[src/rtl/out_rd_ctrl.sv]
// Output-port read controller: round-robin-with-burst pop of source queues into
// a 2-entry in-order output buffer tagged with the source index.
`ifndef PORT_NUB_TOTAL
`define PORT_NUB_TOTAL 4
`endif
`ifndef DATA_WIDTH
`define DATA_WIDTH 8
`endif

module out_rd_ctrl #(
  parameter int PORT_NUB   = `PORT_NUB_TOTAL,
  parameter int DATA_WIDTH = `DATA_WIDTH,
  parameter int BURST      = 2,
  localparam int WIDTH_SEL = $clog2(PORT_NUB)
) (
  input  logic                  clk,
  input  logic                  rst_n,
  input  logic [PORT_NUB-1:0]   empty_in,
  output logic [PORT_NUB-1:0]   rd_en_out,
  input  logic [DATA_WIDTH-1:0] rd_data_in,
  output logic                  out_valid,
  input  logic                  out_ready,
  output logic [DATA_WIDTH-1:0] out_data,
  output logic [WIDTH_SEL-1:0]  out_src
);

  logic [1:0]            cnt;
  logic                  inflight;
  logic [WIDTH_SEL-1:0]  infl_src;
  logic [WIDTH_SEL-1:0]  cur;
  logic [4:0]            burst_cnt;
  logic [DATA_WIDTH-1:0] mem_data [2];
  logic [WIDTH_SEL-1:0]  mem_src  [2];

  logic                  pop;
  logic                  issue_ok;
  logic                  any_ne;
  logic                  grant;
  logic                  found;
  logic [2:0]            occ;
  logic [WIDTH_SEL-1:0]  sel;
  logic [WIDTH_SEL-1:0]  cand;

  assign out_valid = rst_n && (cnt != 2'd0);
  assign out_data  = mem_data[0];
  assign out_src   = mem_src[0];

  always_comb begin
    pop       = out_valid & out_ready;
    occ       = {1'b0, cnt} + {2'b00, inflight} - {2'b00, pop};
    issue_ok  = rst_n && (occ < 3'd2);
    any_ne    = ~&empty_in;
    grant     = issue_ok & any_ne;
    sel       = cur;
    cand      = cur;
    found     = 1'b0;
    rd_en_out = '0;
    // burst_cnt==0 only after reset: no burst is open, so search from cur+1
    if (!empty_in[cur] && burst_cnt != 5'd0 && burst_cnt < 5'(BURST)) begin
      found = 1'b1;
    end else begin
      for (int i = 1; i <= PORT_NUB; i++) begin
        cand = WIDTH_SEL'((int'(cur) + i) % PORT_NUB);
        if (!found && !empty_in[cand]) begin
          sel   = cand;
          found = 1'b1;
        end
      end
    end
    if (grant) rd_en_out[sel] = 1'b1;
  end

  always_ff @(posedge clk) begin
    if (!rst_n) begin
      cnt         <= 2'd0;
      inflight    <= 1'b0;
      infl_src    <= '0;
      cur         <= WIDTH_SEL'(PORT_NUB - 1);
      burst_cnt   <= 5'd0;
      mem_data[0] <= '0;
      mem_data[1] <= '0;
      mem_src[0]  <= '0;
      mem_src[1]  <= '0;
    end else begin
      inflight <= grant;
      if (grant) begin
        infl_src <= sel;
        if (sel == cur) begin
          if (burst_cnt < 5'(BURST)) burst_cnt <= burst_cnt + 5'd1;
        end else begin
          cur       <= sel;
          burst_cnt <= 5'd1;
        end
      end
      // head is always mem[0]; a pop shifts mem[1] forward
      case ({inflight, pop})
        2'b10: begin
          if (cnt == 2'd0) begin
            mem_data[0] <= rd_data_in;
            mem_src[0]  <= infl_src;
          end else begin
            mem_data[1] <= rd_data_in;
            mem_src[1]  <= infl_src;
          end
          cnt <= cnt + 2'd1;
        end
        2'b01: begin
          mem_data[0] <= mem_data[1];
          mem_src[0]  <= mem_src[1];
          cnt         <= cnt - 2'd1;
        end
        2'b11: begin
          if (cnt == 2'd1) begin
            mem_data[0] <= rd_data_in;
            mem_src[0]  <= infl_src;
          end else begin
            mem_data[0] <= mem_data[1];
            mem_src[0]  <= mem_src[1];
            mem_data[1] <= rd_data_in;
            mem_src[1]  <= infl_src;
          end
        end
        default: ;
      endcase
    end
  end

endmodule
[config.mk]
export PLATFORM = sky130hd
export DESIGN_NAME = out_rd_ctrl
export DESIGN_NICKNAME = d
export VERILOG_FILES = /design/src/rtl/out_rd_ctrl.sv
export SDC_FILE = /design/constraint.sdc
export NUM_CORES = 1
export LEC_CHECK = 0
export ABC_CLOCK_PERIOD_IN_PS = 6000
export CORE_MARGIN = 3
export CORE_UTILIZATION = 57
export DETAILED_ROUTE_END_ITERATION = 8
export HOLD_SLACK_MARGIN = 0.15
export PLACE_DENSITY = 0.81
export SKIP_CTS_REPAIR_TIMING = 1
export SLEW_MARGIN = 25
export SYNTH_ARGS = -nofsm -noshare
export SYNTH_HDL_FRONTEND = slang
export SYNTH_SLANG_ARGS = --single-unit
export TNS_END_PERCENT = 20
[constraint.sdc]
create_clock -name clk -period 6 [get_ports clk]
set_input_delay 0.9 -clock clk [delete_from_list [all_inputs] [get_ports clk]]
set_output_delay 0.9 -clock clk [all_outputs]
set_load 0.005 [all_outputs]
-- Word level (Yosys, flattened, before mapping)
Memories as Yosys holds them, arrays and structs flattened.
Index checks and enable logic that the tools add are counted.
- add/subtract/negate cells: 9
- multiply operators: 0
- div/mod/pow operators: 0
- $lt $le $gt $ge: 9
- equality and inequality tests: 6
- shifts and indexed selects: 0
- muxes and demuxes: 59
- bitwise gates (word level): 15
- reduce and logical (&&, ||, !) cells: 23
- operator list (operator ; count):
    $mux 8 ; 6
    $mux 1 ; 32
    $mux 2 ; 11
    $lt 2x3->1 const B ; 6
    $or 1x1->1 ; 12
    $bmux 1 s2 ; 5
    $mux 5 ; 2
    $logic_and 1x1->1 ; 8
    $logic_not 1->1 ; 8
    $add 2x1->2 const B ; 3
    $add 5x1->5 const B ; 1
    $lt 5x2->1 const B ; 1
    $reduce_bool 5->1 ; 1
    $add 2x2->2 const B ; 2
    $eq 2x1->1 const B ; 2
    $eq 2x2->1 const B ; 2
    $mux 4 ; 1
    $pmux 2 s2 ; 1
    $reduce_and 2->1 ; 2
    $reduce_and 4->1 ; 1
    $reduce_bool 2->1 ; 2
    $add 2x1->3 ; 1
    $lt 3x2->1 const B ; 1
    $sub 3x1->3 ; 1
    other kinds (8) ; 9
- register bits: 12
- latch bits: 0
- RAM bits: 20
- bits in read-only memories: 0
- input port bits: 15
- output and inout port bits: 15
- word-level logic and storage cells: 128
- memories kept: 2
- memory list (memory ; words ; width ; read ports ; clocked after memory_dff ; write ports ; RTL line ; text):
    mem_data ; 2 ; 8 ; 2 ; 0 ; 2 ; 32 ; logic [DATA_WIDTH-1:0] mem_data [2];
    mem_src ; 2 ; 2 ; 2 ; 0 ; 2 ; 33 ; logic [WIDTH_SEL-1:0] mem_src [2];

-- Longest topological paths before layout
Gate-level depths: netlist (run 1).
- word-level depth: 23
- depth in mapped cells: 13
- depth with buffers taken out: 13

-- Worst setup path after synthesis (run 1)
OpenSTA, ideal clock, no wires.
- path kind: input port to output port
- start: input port rst_n
- end: output port rd_en_out[0]
- data arrival time: 3.211 ns
- data required time: 5.100 ns
- slack: 1.889 ns
- stages on the path: 11
- path buffers: 0
- cell sequence: clkinv_1 > nor2_1 > and2_1 > ha_1 > nand2b_1 > fa_1 > xnor2_1 > nand4_1 > clkinv_1 > nand2b_1 > o32ai_1
- longest elaborated chain between the ends: 7
- ends and longest elaborated chain (element ; RTL line ; text):
    start: declaration ; 17 ; input logic rst_n,
    $logic_and 1x1->1 ; 44 ; assign out_valid = rst_n && (cnt != 2'd0);
    named net out_valid ; 21 ; output logic out_valid,
    $and 1x1->1 ; 49 ; pop = out_valid & out_ready;
    $sub 3x1->3 ; 50 ; occ = {1'b0, cnt} + {2'b00, inflight} - {2'b00, pop};
    $lt 3x2->1 ; 51 ; issue_ok = rst_n && (occ < 3'd2);
    $logic_and 1x1->1 ; 51 ;
    $and 1x1->1 ; 53 ; grant = issue_ok & any_ne;
    $mux 4 ; 70 ; if (grant) rd_en_out[sel] = 1'b1;
    end: declaration ; 19 ; output logic [PORT_NUB-1:0] rd_en_out,
The timed path passes the listed nets, and every way through them passes these cells.

-- Final worst setup path (run 1)
- start: input port rst_n
- end: output port rd_en_out[0]
- longest elaborated chain between the ends: 7
- ends and longest elaborated chain (element ; RTL line):
    $logic_and 1x1->1 ; 44
    $and 1x1->1 ; 49
    $sub 3x1->3 ; 50
    $lt 3x2->1 ; 51
    $logic_and 1x1->1 * ; 51
    $and 1x1->1 * ; 53
    $mux 4 * ; 70
Mark *: on every way between the ends. The rest lies on a longest branch, timed or not.

==> results.json, run 1 <==
{
  "ys_seq_elements": 32,
  "cts_buffers": 5,
  "ys_seq_area_share_pct": 45.0,
  "die_h_um": 63.3,
  "tns_ns": 0,
  "vias_per_cell": 5.83,
  "crit_type": "input pin to primary output",
  "die-area_um2": 4000,
  "firstDrtPassIters": 4,
  "slew_headroom_pct": 57.5,
  "startpoint_type": "input pin",
  "worst_pin_slew_ns": 0.634,
  "cp_cell_sequence": "clkdlybuf4s50_1 > clkinv_1 > nor2_1 > and2_1 > ha_1 > nand2b_1 > fa_1 > xnor2_1 > nand4_1 > clkinv_1 > nand2b_1 > o32ai_1 > clkdlybuf4s50_1",
  "holdPathEnd": "burst_cnt[3]",
  "io_pins": 30,
  "r2r_end": "burst_cnt[0]",
  "area_delta_synth_final_pct": 17.1,
  "fin_worst_skew_ns": 0.00794,
  "ctsHtreeMaxLevel": 2,
  "cts-root-buf": "clkbuf_4",
  "fmax_mhz": 177,
  "yosys_warnings": 0,
  "powerDensity_nw_per_um2": 415,
  "status": "complete, no violations",
  "synth_cell_types": 45,
  "finalSetupViolations": 0,
  "cts_sinks": 32,
  "gp_congestion": 0.795,
  "min_from": "burst_cnt[3]",
  "antenna_found_initial": 0,
  "reg2regPathDepth": 13,
  "grt_pass1_vias": 1412,
  "cap_violations": 0,
  "synth-main-ff-cell": "edfxtp_1",
  "drcViolationCount": 0,
  "chipWidth_um": 63.3,
  "synth_nets": 210,
  "hold_path_class": "flop to flop",
  "ctsLongestPathBuffers": 2,
  "grt_max_degree": 21,
  "synthCells": 186,
  "finalCritPeriodShare_pct": 94.3,
  "placementRows": 20,
  "yosysTopAreaCellShare_pct": 32.1,
  "max_stage_delay_ns": 0.65,
  "peakVddDrop_mv": 0.239,
  "clk_pin_slew_ns": 0.10,
  "dp_hpwl_mm": 2.91,
  "yosysMostFrequentCell": "edfxtp_1",
  "cp_slowest_cell": "clkdlybuf4s50_1",
  "yosysTopAreaCell": "edfxtp_1",
  "routed_wl_mm": 4.03,
  "p_leak_nw": 0.836,
  "portBuffers": 29,
  "num-nets-final": 230,
  "core-area_um2": 3100,
  "grt_overflow": 0,
  "crit_fanout": 10,
  "synth_async_sr_flop_share_pct": 0,
  "num_vias": 1464,
  "antennaDiodeCount": 0,
  "worst_ep_required_time_ns": 5.10,
  "grt_first_pass_wirelength_mm": 6.71,
  "synth.cells.most_frequent": "20 x edfxtp_1, 17 x nor2_1, 12 x dfxtp_1, 12 x inv_1",
  "power_w": 0.000908,
  "syn_area_um2": 1870,
  "syn_area_per_cell_um2": 10.0,
  "layout-drive-gt1-share_pct": 7.25,
  "tritoncts": "done",
  "slew_viol_final": 0,
  "r2r_slack_ns": 2.67,
  "drt_iter0_drc": 52,
  "setup.worst_path.end_class": "primary output",
  "period_minus_slack_ns": 5.66,
  "clk_latency_ns": 0.33,
  "synth_edf_count": 20,
  "grt_util_all_layers_pct": 21.3,
  "initial_utilization_pct": 60.2,
  "finalHoldViolCount": 0,
  "reg2reg_from": "cnt[1]",
  "arrival_ns": 4.76,
  "wl_per_cell_um": 16.0,
  "min_delay_path_depth": 1,
  "antenna_left": 0,
  "rsz0062_at_grt": "false",
  "synth_area_leaders": "edfxtp_1 32%, dfxtp_1 13%, ha_1 5.4%"
}
## how the worst max path moves through the flow
stage               cells after the start  start  slack, ns           end
floorplan                              11  rst_n       1.89  rd_en_out[0]
global placement                       13  rst_n       0.73  rd_en_out[2]
detailed placement                     13  rst_n       0.46  rd_en_out[0]
CTS                                    13  rst_n       0.38  rd_en_out[0]
global route                           13  rst_n       0.06  rd_en_out[0]
finish                                 13  rst_n       0.34  rd_en_out[0]
## area by class of cell
| cell class | instances | area [um^2] |
|---|---|---|
| inverter | 14 | 52.6 |
| multi-input combinational | 122 | 860 |
| timing repair buffer | 31 | 305 |
| tap | 44 | 55.1 |
| clock buffer | 6 | 41.3 |
| sequential | 32 | 841 |
| clock inverter | 2 | 35.0 |
| fill | 248 | 913 |
## routing by layer
metal | vias to the layer above | part of all wire, % | wire length [um] | track usage [%]
met1 | 714 | 45 | 1830 | 28.2
met5 | - | 0 | 0 | 0
met4 | 0 | 1.5 | 59 | 9.16
met2 | 35 | 49 | 1980 | 33.1
met3 | 6 | 3.8 | 153 | 5.70
li1 | 709 | - | - | -
## sequential cells by signal (all words and copies together) (netlist names)
signal     count
mem_src        4
cur            2
mem_data      16
infl_src       2
inflight       1
burst_cnt      5
cnt            2
## cells in the final DEF (no fill, tap or decap), drive strengths merged, types with 2 or more instances in the layout
master	count
o211ai	2
inv	12
mux2i	3
nand4	2
a22o	9
edfxtp	20
clkbuf	6
o32ai	3
clkdlybuf4s50	29
ha	8
o21ai	11
clkinv	3
nand3	5
dfxtp	12
xor2	2
buf	2
or3	6
or4	2
a21oi	4
a31oi	4
a211o	2
nor2	17
and2	11
nor3	6
nand2b	3
nand2	7
## power by group
part	total (W)	switching [W]	internal, W
clock network	0.000158	0.0000712	0.0000873
registers	0.000360	0.0000485	0.000311
logic	0.000390	0.000205	0.000184
## critical path: cells and delay by family
kind	cells	cell delay, ns
adders and majority gates	2	0.68
xor gates and xnor gates	1	0.18
buffers and inverters	4	1.66
and+or+nand+nor	5	1.04
AOI/OAI and AO/OA	1	0.29
## cells by family (layout without fill, tap and decap cells)
family	after synthesis	after routing	share of synthesized area (%)
AOI/OAI and AO/OA	43	43	17.1
buffers and inverters	32	53	9.04
DFF	32	32	45.0
and+or+nand+nor	63	63	17.6
muxes	4	4	3.48
adders and majority gates	9	9	6.43
xor gates and xnor gates	3	3	1.41
## per-stage QoR
step / cells / worst slack (ns) / hold slack [ns] / area [um^2] / util (%)
3_3_place_gp: 243 / 0.733 / 0.446 / 2110 / 68.1
3_5_place_dp: 243 / 0.460 / 0.497 / 2110 / 68.1
2_1_floorplan: 186 / 1.89 / 0.431 / 1870 / -
6_report: 251 / 0.345 / 0.513 / 2190 / 70.6
5_1_grt: 251 / 0.0586 / 0.527 / 2190 / 70.6
4_1_cts: 251 / 0.378 / 0.511 / 2190 / 70.6
No activity file was read; power rests on OpenSTA's default activity.
==> run 2: changes to the inputs <==
--- a/config.mk
+++ b/config.mk
@@ -12,6 +12,7 @@
 export HOLD_SLACK_MARGIN = 0.15
 export PLACE_DENSITY = 0.81
 export SKIP_CTS_REPAIR_TIMING = 1
+export SKIP_LAST_GASP = 1
 export SLEW_MARGIN = 25
 export SYNTH_ARGS = -nofsm -noshare
 export SYNTH_HDL_FRONTEND = slang
==> results of run 2 <==
No change in the layout: final DEF, timing and power equal those of run 1.
==> run 3: changes to the inputs <==
--- a/config.mk
+++ b/config.mk
@@ -13,7 +13,6 @@
 export PLACE_DENSITY = 0.81
 export SKIP_CTS_REPAIR_TIMING = 1
 export SKIP_LAST_GASP = 1
-export SLEW_MARGIN = 25
 export SYNTH_ARGS = -nofsm -noshare
 export SYNTH_HDL_FRONTEND = slang
 export SYNTH_SLANG_ARGS = --single-unit
==> results of run 3 <==
No change in the layout: final DEF, timing and power equal those of run 1.
